$ cat src/rtl/button_pkg.sv
// button_pkg -- shared types and helpers for button_press_classifier.
//   state_t        : classifier FSM states
//   EVT_*          : event-type encoding carried in the registered event field
//   ms_to_cycles() : millisecond interval -> clock-cycle count
//   max3()         : largest of three counts, sizes the shared counter
package button_pkg;

    typedef enum logic [2:0] {
        IDLE,
        PRESS1,
        WAIT_GAP,
        PRESS2,
        HELD
    } state_t;

    localparam logic [2:0] EVT_NONE   = 3'd0;
    localparam logic [2:0] EVT_SINGLE = 3'd1;
    localparam logic [2:0] EVT_DOUBLE = 3'd2;
    localparam logic [2:0] EVT_LONG   = 3'd3;
    localparam logic [2:0] EVT_REPEAT = 3'd4;

    function automatic int unsigned ms_to_cycles(input int unsigned clk_freq,
                                                 input int unsigned ms);
        return (clk_freq / 1000) * ms;
    endfunction

    function automatic int unsigned max3(input int unsigned a,
                                         input int unsigned b,
                                         input int unsigned c);
        int unsigned m;
        m = (a > b) ? a : b;
        return (m > c) ? m : c;
    endfunction

endpackage

$ cat src/rtl/button_press_classifier_if.sv
// button_press_classifier_if -- debounced button level in, gesture events out.
//   btn_in       : debounced level, 1 = pressed
//   single_pulse : one-cycle single-click event
//   double_pulse : one-cycle double-click event
//   long_pulse   : one-cycle long-press event
//   repeat_pulse : one-cycle auto-repeat event (0 unless BTN_AUTOREPEAT_EN)
//   busy         : classifier is mid-gesture (FSM not IDLE)
// master = the side driving the button (bench / upstream), slave = classifier.
interface button_press_classifier_if;
    logic btn_in;
    logic single_pulse;
    logic double_pulse;
    logic long_pulse;
    logic repeat_pulse;
    logic busy;

    modport master (
        output btn_in,
        input  single_pulse, double_pulse, long_pulse, repeat_pulse, busy
    );

    modport slave (
        input  btn_in,
        output single_pulse, double_pulse, long_pulse, repeat_pulse, busy
    );
endinterface

$ cat src/rtl/btn_edge_detect.sv
// btn_edge_detect -- registers the previous button level and the post-reset
// init flag, and derives rise/fall from them.
//   clk, rst_n : clock, asynchronous active-low reset
//   i_btn      : debounced button level
//   o_rise     : i_btn & ~btn_d
//   o_fall     : ~i_btn & btn_d
//   o_init     : high for the first cycle after reset only
// btn_d resets to 0, so o_rise can be high in the init cycle; the consumer
// must ignore edges while o_init is set.
module btn_edge_detect (
    input  logic clk,
    input  logic rst_n,
    input  logic i_btn,
    output logic o_rise,
    output logic o_fall,
    output logic o_init
);
    logic r_btn_d;
    logic r_init;

    always_ff @(posedge clk or negedge rst_n) begin
        if (!rst_n) begin
            r_btn_d <= 1'b0;
            r_init  <= 1'b1;
        end else begin
            r_btn_d <= i_btn;
            r_init  <= 1'b0;
        end
    end

    assign o_rise = i_btn & ~r_btn_d;
    assign o_fall = ~i_btn & r_btn_d;
    assign o_init = r_init;
endmodule

$ cat src/rtl/button_press_classifier.sv
// button_press_classifier -- classifies debounced button gestures into
// single click, double click and long press, one registered pulse each.
//   clk, rst_n : clock, asynchronous active-low reset
//   bus        : button_press_classifier_if.slave (btn_in, event pulses, busy)
// Optional build macro BTN_AUTOREPEAT_EN: while HELD after a long press,
// emit repeat_pulse every REP_CNT cycles. Without it repeat_pulse is 0.
// One shared counter serves the long-press, gap and repeat timers; it is
// cleared on every state change and is compared against (count-1), so an
// event lands exactly count cycles after the state was entered.
module button_press_classifier
    import button_pkg::*;
#(
    parameter int unsigned CLK_FREQ      = 50_000_000,
    parameter int unsigned LONG_PRESS_MS = 1000,
    parameter int unsigned DOUBLE_GAP_MS = 300,
    parameter int unsigned REPEAT_MS     = 200
) (
    input  logic                       clk,
    input  logic                       rst_n,
    button_press_classifier_if.slave   bus
);
    localparam int unsigned LONG_CNT = ms_to_cycles(CLK_FREQ, LONG_PRESS_MS);
    localparam int unsigned GAP_CNT  = ms_to_cycles(CLK_FREQ, DOUBLE_GAP_MS);
    localparam int unsigned REP_CNT  = ms_to_cycles(CLK_FREQ, REPEAT_MS);
    localparam int          CW       = $clog2(max3(LONG_CNT, GAP_CNT, REP_CNT)) + 1;

    localparam logic [CW-1:0] LONG_M1 = CW'(LONG_CNT - 1);
    localparam logic [CW-1:0] GAP_M1  = CW'(GAP_CNT - 1);
`ifdef BTN_AUTOREPEAT_EN
    localparam logic [CW-1:0] REP_M1  = CW'(REP_CNT - 1);
`endif

    logic          w_rise;
    logic          w_fall;
    logic          w_init;

    state_t        r_state, w_state_nxt;
    logic [CW-1:0] r_cnt,   w_cnt_nxt;
    logic [2:0]    r_evt,   w_evt_nxt;
    logic          r_busy;
`ifdef BTN_AUTOREPEAT_EN
    // Set only when HELD is reached by a genuine long press; HELD reached
    // from a button held through reset must stay silent.
    logic          r_rep_ok, w_rep_ok_nxt;
`endif

    btn_edge_detect u_edge (
        .clk    (clk),
        .rst_n  (rst_n),
        .i_btn  (bus.btn_in),
        .o_rise (w_rise),
        .o_fall (w_fall),
        .o_init (w_init)
    );

    always_comb begin
        w_state_nxt = r_state;
        w_cnt_nxt   = r_cnt;
        w_evt_nxt   = EVT_NONE;
`ifdef BTN_AUTOREPEAT_EN
        w_rep_ok_nxt = r_rep_ok;
`endif
        if (w_init) begin
            // Button already down at reset release: park in HELD until it
            // is let go, without generating any event.
            if (bus.btn_in) begin
                w_state_nxt = HELD;
`ifdef BTN_AUTOREPEAT_EN
                w_rep_ok_nxt = 1'b0;
`endif
            end
        end else begin
            case (r_state)
                IDLE: begin
                    if (w_rise) w_state_nxt = PRESS1;
                end
                PRESS1: begin
                    // fall checked first: a release on the last count wins
                    if (w_fall) begin
                        w_state_nxt = WAIT_GAP;
                    end else if (r_cnt == LONG_M1) begin
                        w_evt_nxt   = EVT_LONG;
                        w_state_nxt = HELD;
`ifdef BTN_AUTOREPEAT_EN
                        w_rep_ok_nxt = 1'b1;
`endif
                    end else begin
                        w_cnt_nxt = r_cnt + CW'(1);
                    end
                end
                WAIT_GAP: begin
                    // rise checked first: a second press on the last count wins
                    if (w_rise) begin
                        w_state_nxt = PRESS2;
                    end else if (r_cnt == GAP_M1) begin
                        w_evt_nxt   = EVT_SINGLE;
                        w_state_nxt = IDLE;
                    end else begin
                        w_cnt_nxt = r_cnt + CW'(1);
                    end
                end
                PRESS2: begin
                    if (w_fall) begin
                        w_evt_nxt   = EVT_DOUBLE;
                        w_state_nxt = IDLE;
                    end
                end
                HELD: begin
                    if (w_fall) begin
                        w_state_nxt = IDLE;
                    end
`ifdef BTN_AUTOREPEAT_EN
                    else if (r_rep_ok) begin
                        if (r_cnt == REP_M1) begin
                            w_evt_nxt = EVT_REPEAT;
                            w_cnt_nxt = '0;
                        end else begin
                            w_cnt_nxt = r_cnt + CW'(1);
                        end
                    end
`endif
                end
                default: w_state_nxt = IDLE;
            endcase
        end

        if (w_state_nxt != r_state) w_cnt_nxt = '0;
    end

    always_ff @(posedge clk or negedge rst_n) begin
        if (!rst_n) begin
            r_state <= IDLE;
            r_cnt   <= '0;
            r_evt   <= EVT_NONE;
            r_busy  <= 1'b0;
        end else begin
            r_state <= w_state_nxt;
            r_cnt   <= w_cnt_nxt;
            r_evt   <= w_evt_nxt;
            r_busy  <= (w_state_nxt != IDLE);
        end
    end

`ifdef BTN_AUTOREPEAT_EN
    always_ff @(posedge clk or negedge rst_n) begin
        if (!rst_n) r_rep_ok <= 1'b0;
        else        r_rep_ok <= w_rep_ok_nxt;
    end
`endif

    // A single encoded event register makes the pulses mutually exclusive.
    assign bus.single_pulse = (r_evt == EVT_SINGLE);
    assign bus.double_pulse = (r_evt == EVT_DOUBLE);
    assign bus.long_pulse   = (r_evt == EVT_LONG);
`ifdef BTN_AUTOREPEAT_EN
    assign bus.repeat_pulse = (r_evt == EVT_REPEAT);
`else
    assign bus.repeat_pulse = 1'b0;
`endif
    assign bus.busy         = r_busy;
endmodule

$ cat src/flat_wrapper.sv
// flat-port wrapper written by rule: the top's interface ports become plain ports
module button_press_classifier_flat import button_pkg::*;
#(
    parameter int unsigned CLK_FREQ      = 50_000_000,
    parameter int unsigned LONG_PRESS_MS = 1000,
    parameter int unsigned DOUBLE_GAP_MS = 300,
    parameter int unsigned REPEAT_MS     = 200
)
  (clk, rst_n, bus_btn_in, bus_single_pulse, bus_double_pulse, bus_long_pulse, bus_repeat_pulse, bus_busy);
  button_press_classifier_if bus_i ();
  input  logic clk;
  input  logic rst_n;
  input wire logic [$bits(bus_i.btn_in)-1:0] bus_btn_in;
  output wire logic [$bits(bus_i.single_pulse)-1:0] bus_single_pulse;
  output wire logic [$bits(bus_i.double_pulse)-1:0] bus_double_pulse;
  output wire logic [$bits(bus_i.long_pulse)-1:0] bus_long_pulse;
  output wire logic [$bits(bus_i.repeat_pulse)-1:0] bus_repeat_pulse;
  output wire logic [$bits(bus_i.busy)-1:0] bus_busy;
  assign bus_i.btn_in = bus_btn_in;
  assign bus_single_pulse = bus_i.single_pulse;
  assign bus_double_pulse = bus_i.double_pulse;
  assign bus_long_pulse = bus_i.long_pulse;
  assign bus_repeat_pulse = bus_i.repeat_pulse;
  assign bus_busy = bus_i.busy;
  button_press_classifier #(.CLK_FREQ(CLK_FREQ), .LONG_PRESS_MS(LONG_PRESS_MS), .DOUBLE_GAP_MS(DOUBLE_GAP_MS), .REPEAT_MS(REPEAT_MS)) u_core (.clk(clk), .rst_n(rst_n), .bus(bus_i));
endmodule
$ cat config.mk
export PLATFORM = sky130hd
export DESIGN_NAME = button_press_classifier_flat
export DESIGN_NICKNAME = d
export VERILOG_FILES = /design/src/rtl/button_pkg.sv /design/src/rtl/button_press_classifier_if.sv /design/src/rtl/btn_edge_detect.sv /design/src/rtl/button_press_classifier.sv /design/src/flat_wrapper.sv
export SDC_FILE = /design/constraint.sdc
export NUM_CORES = 1
export LEC_CHECK = 0
export ABC_AREA = 1
export BUFFER_PORTS_ARGS = -buffer_cell sky130_fd_sc_hd__buf_2
export CAP_MARGIN = 10
export CORE_AREA = 10 10 76 78
export CTS_CLUSTER_DIAMETER = 150
export DETAILED_ROUTE_END_ITERATION = 6
export DIE_AREA = 0 0 86 88
export PLACE_DENSITY = 0.74
export REMOVE_ABC_BUFFERS = 1
export SETUP_SLACK_MARGIN = 0.2
export SLEW_MARGIN = 15
export SYNTH_ARGS = -nofsm -noshare
export SYNTH_HDL_FRONTEND = slang
export SYNTH_HIERARCHICAL = 1
export SYNTH_SLANG_ARGS = --single-unit
$ cat constraint.sdc
create_clock -name clk -period 2.1 [get_ports clk]
set_input_delay 0.42 -clock clk [delete_from_list [all_inputs] [get_ports clk]]
set_output_delay 0.42 -clock clk [all_outputs]
set_load 0.005 [all_outputs]
# ---- Word level (Yosys, flattened, before mapping)
# Cells that the tools add are included.
dict set report word_totals {
  ff_bits 36
  inputBits 3
  out_inout_bits 5
  word_cells 54
}
dict set report classes {
  add_sub_neg 1
  n_eq_ne 15
  n_mux 23
  n_bitwise 4
  n_reduce_logical 5
}
# op n
set op_table {}
lappend op_table {{$mux W27} 6}
lappend op_table {{$pmux W27 S2} 1}
lappend op_table {{$mux W3} 11}
lappend op_table {{$add A27 B1 Y27 const B} 1}
lappend op_table {{$eq A27 B24 Y1 const B} 1}
lappend op_table {{$eq A27 B26 Y1 const B} 1}
lappend op_table {{$eq A3 B2 Y1 const B} 4}
lappend op_table {{$pmux W3 S4} 1}
lappend op_table {{$pmux W3 S3} 1}
lappend op_table {{$eq A3 B1 Y1 const B} 2}
lappend op_table {{$ne A3 B2 Y1 const B} 2}
lappend op_table {{$ne A3 B3 Y1 const B} 2}
lappend op_table {{$reduce_and A6 Y1} 1}
lappend op_table {{$reduce_bool A3 Y1} 2}
lappend op_table {{$mux W2} 2}
lappend op_table {{$eq A3 B3 Y1 const B} 1}
lappend op_table {{$logic_not A3 Y1} 1}
lappend op_table {{$ne A3 B3 Y1} 1}
lappend op_table {{$and A1 B1 Y1} 2}
lappend op_table {{$ne A2 B1 Y1 const B} 1}
lappend op_table {{$not A1 Y1} 2}
lappend op_table {{$reduce_or A2 Y1} 1}
lappend op_table {{$mux W1} 1}

# ---- Depth between registers and ports, before layout
# Gate-level depths: netlist of the first run.
dict set report depth {
  ltp_word 8
  ltp_mapped 15
  ltp_nobuf 14
}

# ---- Hierarchy
# The synthesis of the first run kept the hierarchy.
# module instances cells_per_inst area_each_um2 seq_area_each_um2
set by_module_without_submodules {}
lappend by_module_without_submodules {button_press_classifier 1 354 2511.2 825.8}
lappend by_module_without_submodules {btn_edge_detect 1 7 70.1 51.3}

# ---- Least setup slack after synthesis of the first run
# Ideal clock, no wire load.
dict set report synth_timing {
  path_type {reg-to-reg}
  start {reg u_core.r_cnt[0]}
  end {reg u_core.r_cnt[10]}
  setup_ns 0.065
  arrival_time_ns 1.741
  required_ns 2.035
  slack_ns 0.294
  path_stages_with_launch 16
  path_buffers 1
  period_less_slack_ns 1.806
  cell_sequence {dfrtp_1 ha_1 nand3_2 inv_2 nand2_1 nor2_4 nand3_2 nand2_2 nand2_2 nand2_2 nand2_1 nand2_4 nor2_8 buf_8 nand4_1 nand2_1}
}
dict set report synth_via {
  elab_chain_cells 8
  word_cells_on_any_way 24
  classes_between {add/sub: 1; eq/ne: 8; mux: 13; reduce/logical: 2}
}
# element line
set synth_rtl {}
lappend synth_rtl {{from (decl)} button_press_classifier.sv:38} ;# logic [CW-1:0] r_cnt, w_cnt_nxt;
lappend synth_rtl {{from (signal assigned)} button_press_classifier.sv:138} ;# r_cnt <= w_cnt_nxt;
lappend synth_rtl {{$eq A27 B24 Y1 / $eq A27 B26 Y1 (equally long branches)} {button_press_classifier.sv:95, button_press_classifier.sv:81}}
lappend synth_rtl {{$mux W3, on equally long branches} {button_press_classifier.sv:95, button_press_classifier.sv:81}}
lappend synth_rtl {{$mux W3, on equally long branches} {button_press_classifier.sv:93, button_press_classifier.sv:79}}
lappend synth_rtl {{$pmux W3 S4 *} button_press_classifier.sv:73} ;# case (r_state)
lappend synth_rtl {{$mux W3 *} button_press_classifier.sv:63} ;# if (w_init) begin
lappend synth_rtl {{via u_core.w_state_nxt[2]} button_press_classifier.sv:37} ;# state_t r_state, w_state_nxt;
lappend synth_rtl {{$ne A3 B3 Y1 *} button_press_classifier.sv:127} ;# if (w_state_nxt != r_state) w_cnt_nxt = '0;
lappend synth_rtl {{$ne A3 B3 Y1 (no source line), or another cell as far along} n/a}
lappend synth_rtl {{$reduce_and A6 Y1 (no source line)} n/a}
# Mark *: on every way through the listed nets, which the timed path passes. The rest lies on a longest branch. The select of a mux whose other input is x is not followed.
# A chain may end at the register's enable or synchronous reset.

# ---- Final worst setup path of the first run
dict set report layout_timing {
  start {reg u_core.r_cnt[11]}
  end {reg u_core.r_cnt[3]}
}
dict set report layout_via {
  elab_chain_cells 8
  word_cells_on_any_way 17
  classes_between {eq/ne: 8; mux: 7; reduce/logical: 2}
}
# element line
set layout_rtl {}
lappend layout_rtl {{$eq A27 B24 Y1 / $eq A27 B26 Y1 (equally long branches)} {button_press_classifier.sv:95, button_press_classifier.sv:81}}
lappend layout_rtl {{$mux W3, on equally long branches} {button_press_classifier.sv:95, button_press_classifier.sv:81}}
lappend layout_rtl {{$mux W3, on equally long branches} {button_press_classifier.sv:93, button_press_classifier.sv:79}}
lappend layout_rtl {{$pmux W3 S4} button_press_classifier.sv:73}
lappend layout_rtl {{$mux W3} button_press_classifier.sv:63}
lappend layout_rtl {{$ne A3 B3 Y1} button_press_classifier.sv:127}
lappend layout_rtl {{$ne A3 B3 Y1 (no source line), or another cell as far along} n/a}
lappend layout_rtl {{$reduce_and A6 Y1 (no source line)} n/a}
# Parallel ways exist; a longest one is shown, timed or not.

==> impl_metrics.ini, run 1 <==
[status]
status = finished with violations
violations = design-rule violations

[synthesis]
yosysTopAreaCell = dfrtp_1
yosysTopAreaCellShare_pct = 33.0
async_flop_share_pct = 100
yosys.area_share.simple_pct = 42.1
synth_cells = 361
synth_warnings = 6
synthMuxAreaShare_pct = 0
synth_adder_area_share_pct = 0.485
synth_area_leaders = dfrtp_1 (33%), nand4_1 (11%), nand2_1 (11%)
synth_top_family_by_area = simple AND/OR/NAND/NOR gates
syn_area_mm2 = 0.00258
synthXorXnorAreaFrac_pct = 8.48
yosysSeqAreaShare_pct = 34.0
avgSynthCellArea_um2 = 7.15
ys_types = 30
synth_ff_type = dfrtp_1
synth_commonest_cells = nand2_1 (74), inv_1 (58), nor2_1 (47), nand4_1 (46), dfrtp_1 (34)
synth_edf_count = 0
yosys_register_bits = 35
synth.most_common_cell = nand2_1
synth_compound_area_share_pct = 1.84

[pwr]
power_leakage_nw = 1.74
power_mw = 1.76
p_per_area_mw_per_mm2 = 512
ir_worst_vdd_uv = 527

[finish]
fin_area_mm2 = 0.00344
synthToLayoutAreaGrowth_pct = 33.3
fillers = 278
nNetsFinal = 431
antenna_cells = 0
seqCellArea_um2 = 887
drive_above_1_share_pct = 31.5
multiInputGateArea_mm2 = 0.00152

[floorplanning]
rows = 24
fp.dieH_um = 88
die_w_um = 86
die_area_mm2 = 0.00757
io_pins = 8
initial_core_util_pct = 60.1
coreArea_mm2 = 0.00429

[global_route]
antenna_found_initial = 0
grt_max_degree = 36
grt_pass1_wl_um = 11000
grt_overflow = 0
first_global_vias = 2355
track_usage_pct = 17.9

[drt]
vias_per_cell = 5.96
wirelength_um = 8030
antenna_left = 0
avgRoutedWirePerCell_um = 16.7
drtIter0Drc = 334
first_pass_iters = 7
drt_drc_violations_left = 1
vias = 2860

[timing]
holdWs_ns = 0.190
setup-tns-final_ns = 0
fmax_ghz = 0.481
grt_setup_unrepaired = yes
setup_viol = 0
final-hold-violation-count = 0
finalMaxSlewViolations = 0
fin_crit_ns = 2.08
fin_skew_ns = 0.00551
post-route-period-util_pct = 99.0
tightest_slew_ns = 0.753
relSlewSlack_pct = 49.8

[setup_path]
crit_type = register to register
worstPathMaxFanout = 11
rr_startpoint = u_core/r_cnt[11]
worstSetupEndpointType = register
required_ns = 2.33
r2r_setup_slack_ns = 0.02
cp-start-kind = register
arrival_ns = 2.31
r2r_cells = 14
timing.rr.end = u_core/r_cnt[3]

[placement]
gp_congestion = 0.915
hpwlAfterDp_um = 4430
place_area_mm2 = 0.00267
port_buffers = 6

[min_path]
hold_class = primary input to asynchronous set/reset pin

[clock_tree]
worstSkewPairLatency_ns = 0.29
path_clk_slew_ns = 0.07
cts.sink_count = 35
cts_made_buffers = 5
hold_buffers = 0
clockBufferDepth = 2
clockRootBuffer = clkbuf_8
cts_tree = yes
ctsHtreeMaxLevel = 2

[run]
max_cap_viol_count = 0
## state kept, by name, summed over array words and instances (netlist names)
signal	cells
u_core/u_edge/r_btn_d	1
u_core/r_cnt	27
u_core/r_evt	2
u_core/r_state	3
u_core/bus.busy	1
u_core/u_edge/o_init	1
## power by group
part / switching, mW / internal, mW / total [mW] / leakage [nW]
Combinational: 0.307 / 0.281 / 0.587 / 1.24
Sequential: 0.0175 / 0.688 / 0.705 / 0.463
Clock: 0.233 / 0.235 / 0.469 / 0.0395
Total: 0.557 / 1.20 / 1.76 / 1.74
## final cells by class
class / count / area share (%)
tap: 52 / 1.89
timing repair buffer: 67 / 18.7
clock buffer: 8 / 2.33
multi-input combinational: 255 / 44.2
inverter: 62 / 6.87
sequential: 35 / 25.8
timing repair inverter: 1 / 0.218
## stage by stage
stage,worst slack [ns],util (%),cells
2_1_floorplan,-0.00580,-,350
3_3_place_gp,0.115,62.2,417
3_5_place_dp,0.0726,62.2,417
4_1_cts,0.182,72.0,456
5_1_grt,-0.100,80.2,480
6_report,0.0204,80.2,480
## kinds of logic after synthesis
family,Yosys count
flops,35
other cells,2
buf+inv,73
compound gates,9
xor+xnor,25
simple gates,216
fa+ha+maj,1
## worst max-delay path by stage
stage | cells past startpoint | start | slack [ns] | to
floorplan | 13 | u_core/r_cnt[1] | -0.006 | u_core/r_cnt[16]
global placement | 15 | u_core/r_cnt[0] | 0.11 | u_core/r_cnt[3]
detailed placement | 15 | u_core/r_cnt[1] | 0.07 | u_core/r_cnt[7]
CTS | 9 | u_core/r_cnt[6] | 0.18 | u_core/r_cnt[18]
global route | 16 | u_core/r_cnt[17] | -0.10 | u_core/r_cnt[21]
finish | 14 | u_core/r_cnt[11] | 0.02 | u_core/r_cnt[3]
## per-layer routing
metal	track usage, %	up-vias	wire [µm]
li1	-	1296	-
met1	23.3	1325	3160
met2	28.9	198	3760
met3	3.71	41	770
met4	5.84	0	343
met5	0	-	0
## timing repair
item | in CTS | in global routing
gates resized for setup | 26 | 29
pin swaps | 10 | 21
gates cloned | 2 | 6
setup endpoints to repair | 24 | 27
buffers inserted | 29 | 18
## cell usage in the layout (no fill, tap or decap), types with 9 or more instances in the layout
cell     synthesis  layout
nand2_1         74      65
buf_4            6      45
inv_1           58      50
xor2_1          22      22
dfrtp_1         34      26
inv_2            4      11
nand2_2          6      12
nand4_1         46      46
nor3_1          11       9
nand3_1         15       9
nor2_1          47      46
## critical path, stage by stage (launching register included)
cell       delay (ns)
dfrtp_2          0.44
inv_1            0.07
nand2_1          0.05
nor2_1           0.16
nand2_1          0.12
nor2_4           0.14
nand2_1          0.06
nand2_1          0.06
nand4_1          0.17
nand2_2          0.17
nand2_4          0.10
nand2_8          0.12
clkbuf_16        0.17
nand4_1          0.09
nand2_1          0.08
(Power assumes the default switching activity.)
==> run 2, diff against run 1 <==
--- a/config.mk
+++ b/config.mk
@@ -8,11 +8,13 @@
 export ABC_AREA = 1
 export BUFFER_PORTS_ARGS = -buffer_cell sky130_fd_sc_hd__buf_2
 export CAP_MARGIN = 10
-export CORE_AREA = 10 10 76 78
+export CELL_PAD_IN_SITES_DETAIL_PLACEMENT = 0
+export CELL_PAD_IN_SITES_GLOBAL_PLACEMENT = 2
+export CORE_AREA = 10 10 96 98
 export CTS_CLUSTER_DIAMETER = 150
 export DETAILED_ROUTE_END_ITERATION = 6
-export DIE_AREA = 0 0 86 88
-export PLACE_DENSITY = 0.74
+export DIE_AREA = 0 0 106 108
+export PLACE_DENSITY = 0.75
 export REMOVE_ABC_BUFFERS = 1
 export SETUP_SLACK_MARGIN = 0.2
 export SLEW_MARGIN = 15
==> run 2 against run 1 <==
  * Sequential power shrank 0.6%
  * Hold slack lost 0.028 ns
  * Utilization is 33 points lower
  * Setup slack improved by 0.10 ns
  * Power grew 6.7%
  * Highest routed layer unchanged
  * Sequential share of layout area is 0.55 points lower
  * The run now ends clean
  * Final cell count up 10%
  * Critical endpoint is now u_core/r_cnt[7]
  * Clock power is 39% higher
==> impl_metrics.ini, run 2 (synthesis gave the netlist of run 1 again) <==
[status]
status = finished, final reports clean

[clock_tree]
cts_tree = yes
path_clk_slew_ns = 0.08
cts.sink_count = 35
clockRootBuffer = clkbuf_8
ctsHtreeMaxLevel = 2
hold_buffers = 0
worstSkewPairLatency_ns = 0.29
clockBufferDepth = 2
cts_made_buffers = 5

[finish]
fin_area_mm2 = 0.00350
drive_above_1_share_pct = 32.2
multiInputGateArea_mm2 = 0.00152
seqCellArea_um2 = 883
final_common_cell = nand2_1
largest_reg_flops = 27
reg.largest.list = u_core/r_cnt (27), u_core/r_state (3), u_core/r_evt (2)
synthToLayoutAreaGrowth_pct = 35.7
antenna_cells = 0
fillers = 788
final_cell_mix = nand2_1 (62), inv_1 (52), buf_4 (46), nand4_1 (46), nor2_1 (43)
nNetsFinal = 429
top_register = u_core/r_cnt

[global_route]
antenna_found_initial = 0
first_global_vias = 2477
track_usage_pct = 13.8
grt_max_degree = 36
grt_overflow = 0
grt_pass1_wl_um = 12600

[drt]
first_pass_iters = 4
avgRoutedWirePerCell_um = 15.4
drtIter0Drc = 119
vias = 2556
antenna_left = 0
wirelength_um = 8130
drt_drc_violations_left = 0
vias_per_cell = 4.84

[floorplanning]
die_w_um = 106
coreArea_mm2 = 0.00745
die_area_mm2 = 0.0114
io_pins = 8
initial_core_util_pct = 34.7
fp.dieH_um = 108
rows = 32

[setup_path]
arrival_ns = 2.22
slowest_stage = dfrtp_1
worstPathMaxFanout = 12
cp_slowest_stage_delay_ns = 0.41
crit_top_cell = nand2_2
cp-start-kind = register
crit_type = register to register
cp_cell_sequence = ha_4 -> nand3_4 -> nor3_4 -> nand2_2 -> nand2_2 -> nand2_2 -> nand3_1 -> nand2_4 -> nor2_8 -> bufbuf_16 -> nand4_1 -> nand2_1
worstSetupEndpointType = register
required_ns = 2.34

[timing]
setup_viol = 0
grt_setup_unrepaired = yes
finalMaxSlewViolations = 0
worst_slack_ns = 0.120
fin_skew_ns = 0.00482
fin_crit_ns = 1.98
fmax_ghz = 0.505
holdWs_ns = 0.162
final-hold-violation-count = 0
post-route-period-util_pct = 94.3

[pwr]
ir_worst_vdd_uv = 366
pwr-share-seq_pct = 37.3
pwr-share-comb_pct = 27.9
p_clk_share_pct = 34.8
sw_frac_of_total_pct = 30.5
power_mw = 1.88
p_int_mw = 1.31
p_sw_mw = 0.574
power_leakage_nw = 1.76
p_per_area_mw_per_mm2 = 537

[placement]
hpwlAfterDp_um = 5430
port_buffers = 6
place_ws_ns = 0.0370
place_area_mm2 = 0.00288
gp_congestion = 0.855

[min_path]
hold_class = primary input to asynchronous set/reset pin

[run]
max_cap_viol_count = 0
-- run 2: repair_timing --
| action | 4_1_cts | 5_1_grt |
|---|---|---|
| setup buffers | 16 | 11 |
| hold endpoints to repair | 0 | 0 |
| gates resized for setup | 18 | 40 |
| endpoints found under the setup margin | 27 | 28 |
| pin swaps | 10 | 8 |
| gates cloned | 1 | 5 |
-- run 2: through the flow --
stage	utilization, %	TNS, ns	cells
after floorplan	-	-0.0116	350
after global placement	38.7	0	487
after detailed placement	38.7	0	487
after CTS	43.3	0	512
after global routing	47.0	-0.306	528
final	47.0	0	528
-- run 2: final cells by class --
cell class	count	area share (%)
inverters	62	6.75
repair buffers	66	17.3
multi-input cells	254	43.5
clock buffers	6	2.36
repair inverters	1	0.214
flip-flops and latches	35	25.2
clock inverters	2	1.00
well taps	102	3.64
-- run 2: worst paths after layout --
kind                             startpoint                    end  slack, ns  depth (start not counted)
setup / recovery            u_core/r_cnt[0]        u_core/r_cnt[7]       0.12                         12
hold / removal                        rst_n       u_core/r_cnt[14]       0.16                          2
setup reg to reg            u_core/r_cnt[0]        u_core/r_cnt[7]       0.12                         12
hold reg to reg            u_core/r_cnt[26]       u_core/r_cnt[26]       0.55                          2
max in group asynchronous             rst_n   u_core/u_edge/o_init       1.59                          2
min in group clk                 bus_btn_in  u_core/u_edge/r_btn_d       0.31                          1
-- run 2: power groups by stage --
stage / clock (mW) / combinational [mW] / sequential, mW
CTS: 0.672 / 0.420 / 0.699
detailed placement: 0 / 0.316 / 0.713
global route: 0.708 / 0.557 / 0.703
floorplan: 0 / 0.172 / 0.711
finish: 0.653 / 0.525 / 0.701
global placement: 0 / 0.317 / 0.713
-- run 2: critical path, delay by kind of cell (launching register included) --
family / cells / cell delay, ns
and+or+nand+nor: 10 / 1.04
buffers and inverters: 1 / 0.29
adders and majority gates: 1 / 0.18
DFF: 1 / 0.41
-- run 2: layer usage --
layer	share of wire (%)	vias to the layer above	global-route usage, %
met4	0.78	0	3.09
met3	3.1	5	2.74
met1	45	1225	17.1
met2	51	39	24.2
li1	-	1287	-
met5	0	-	0
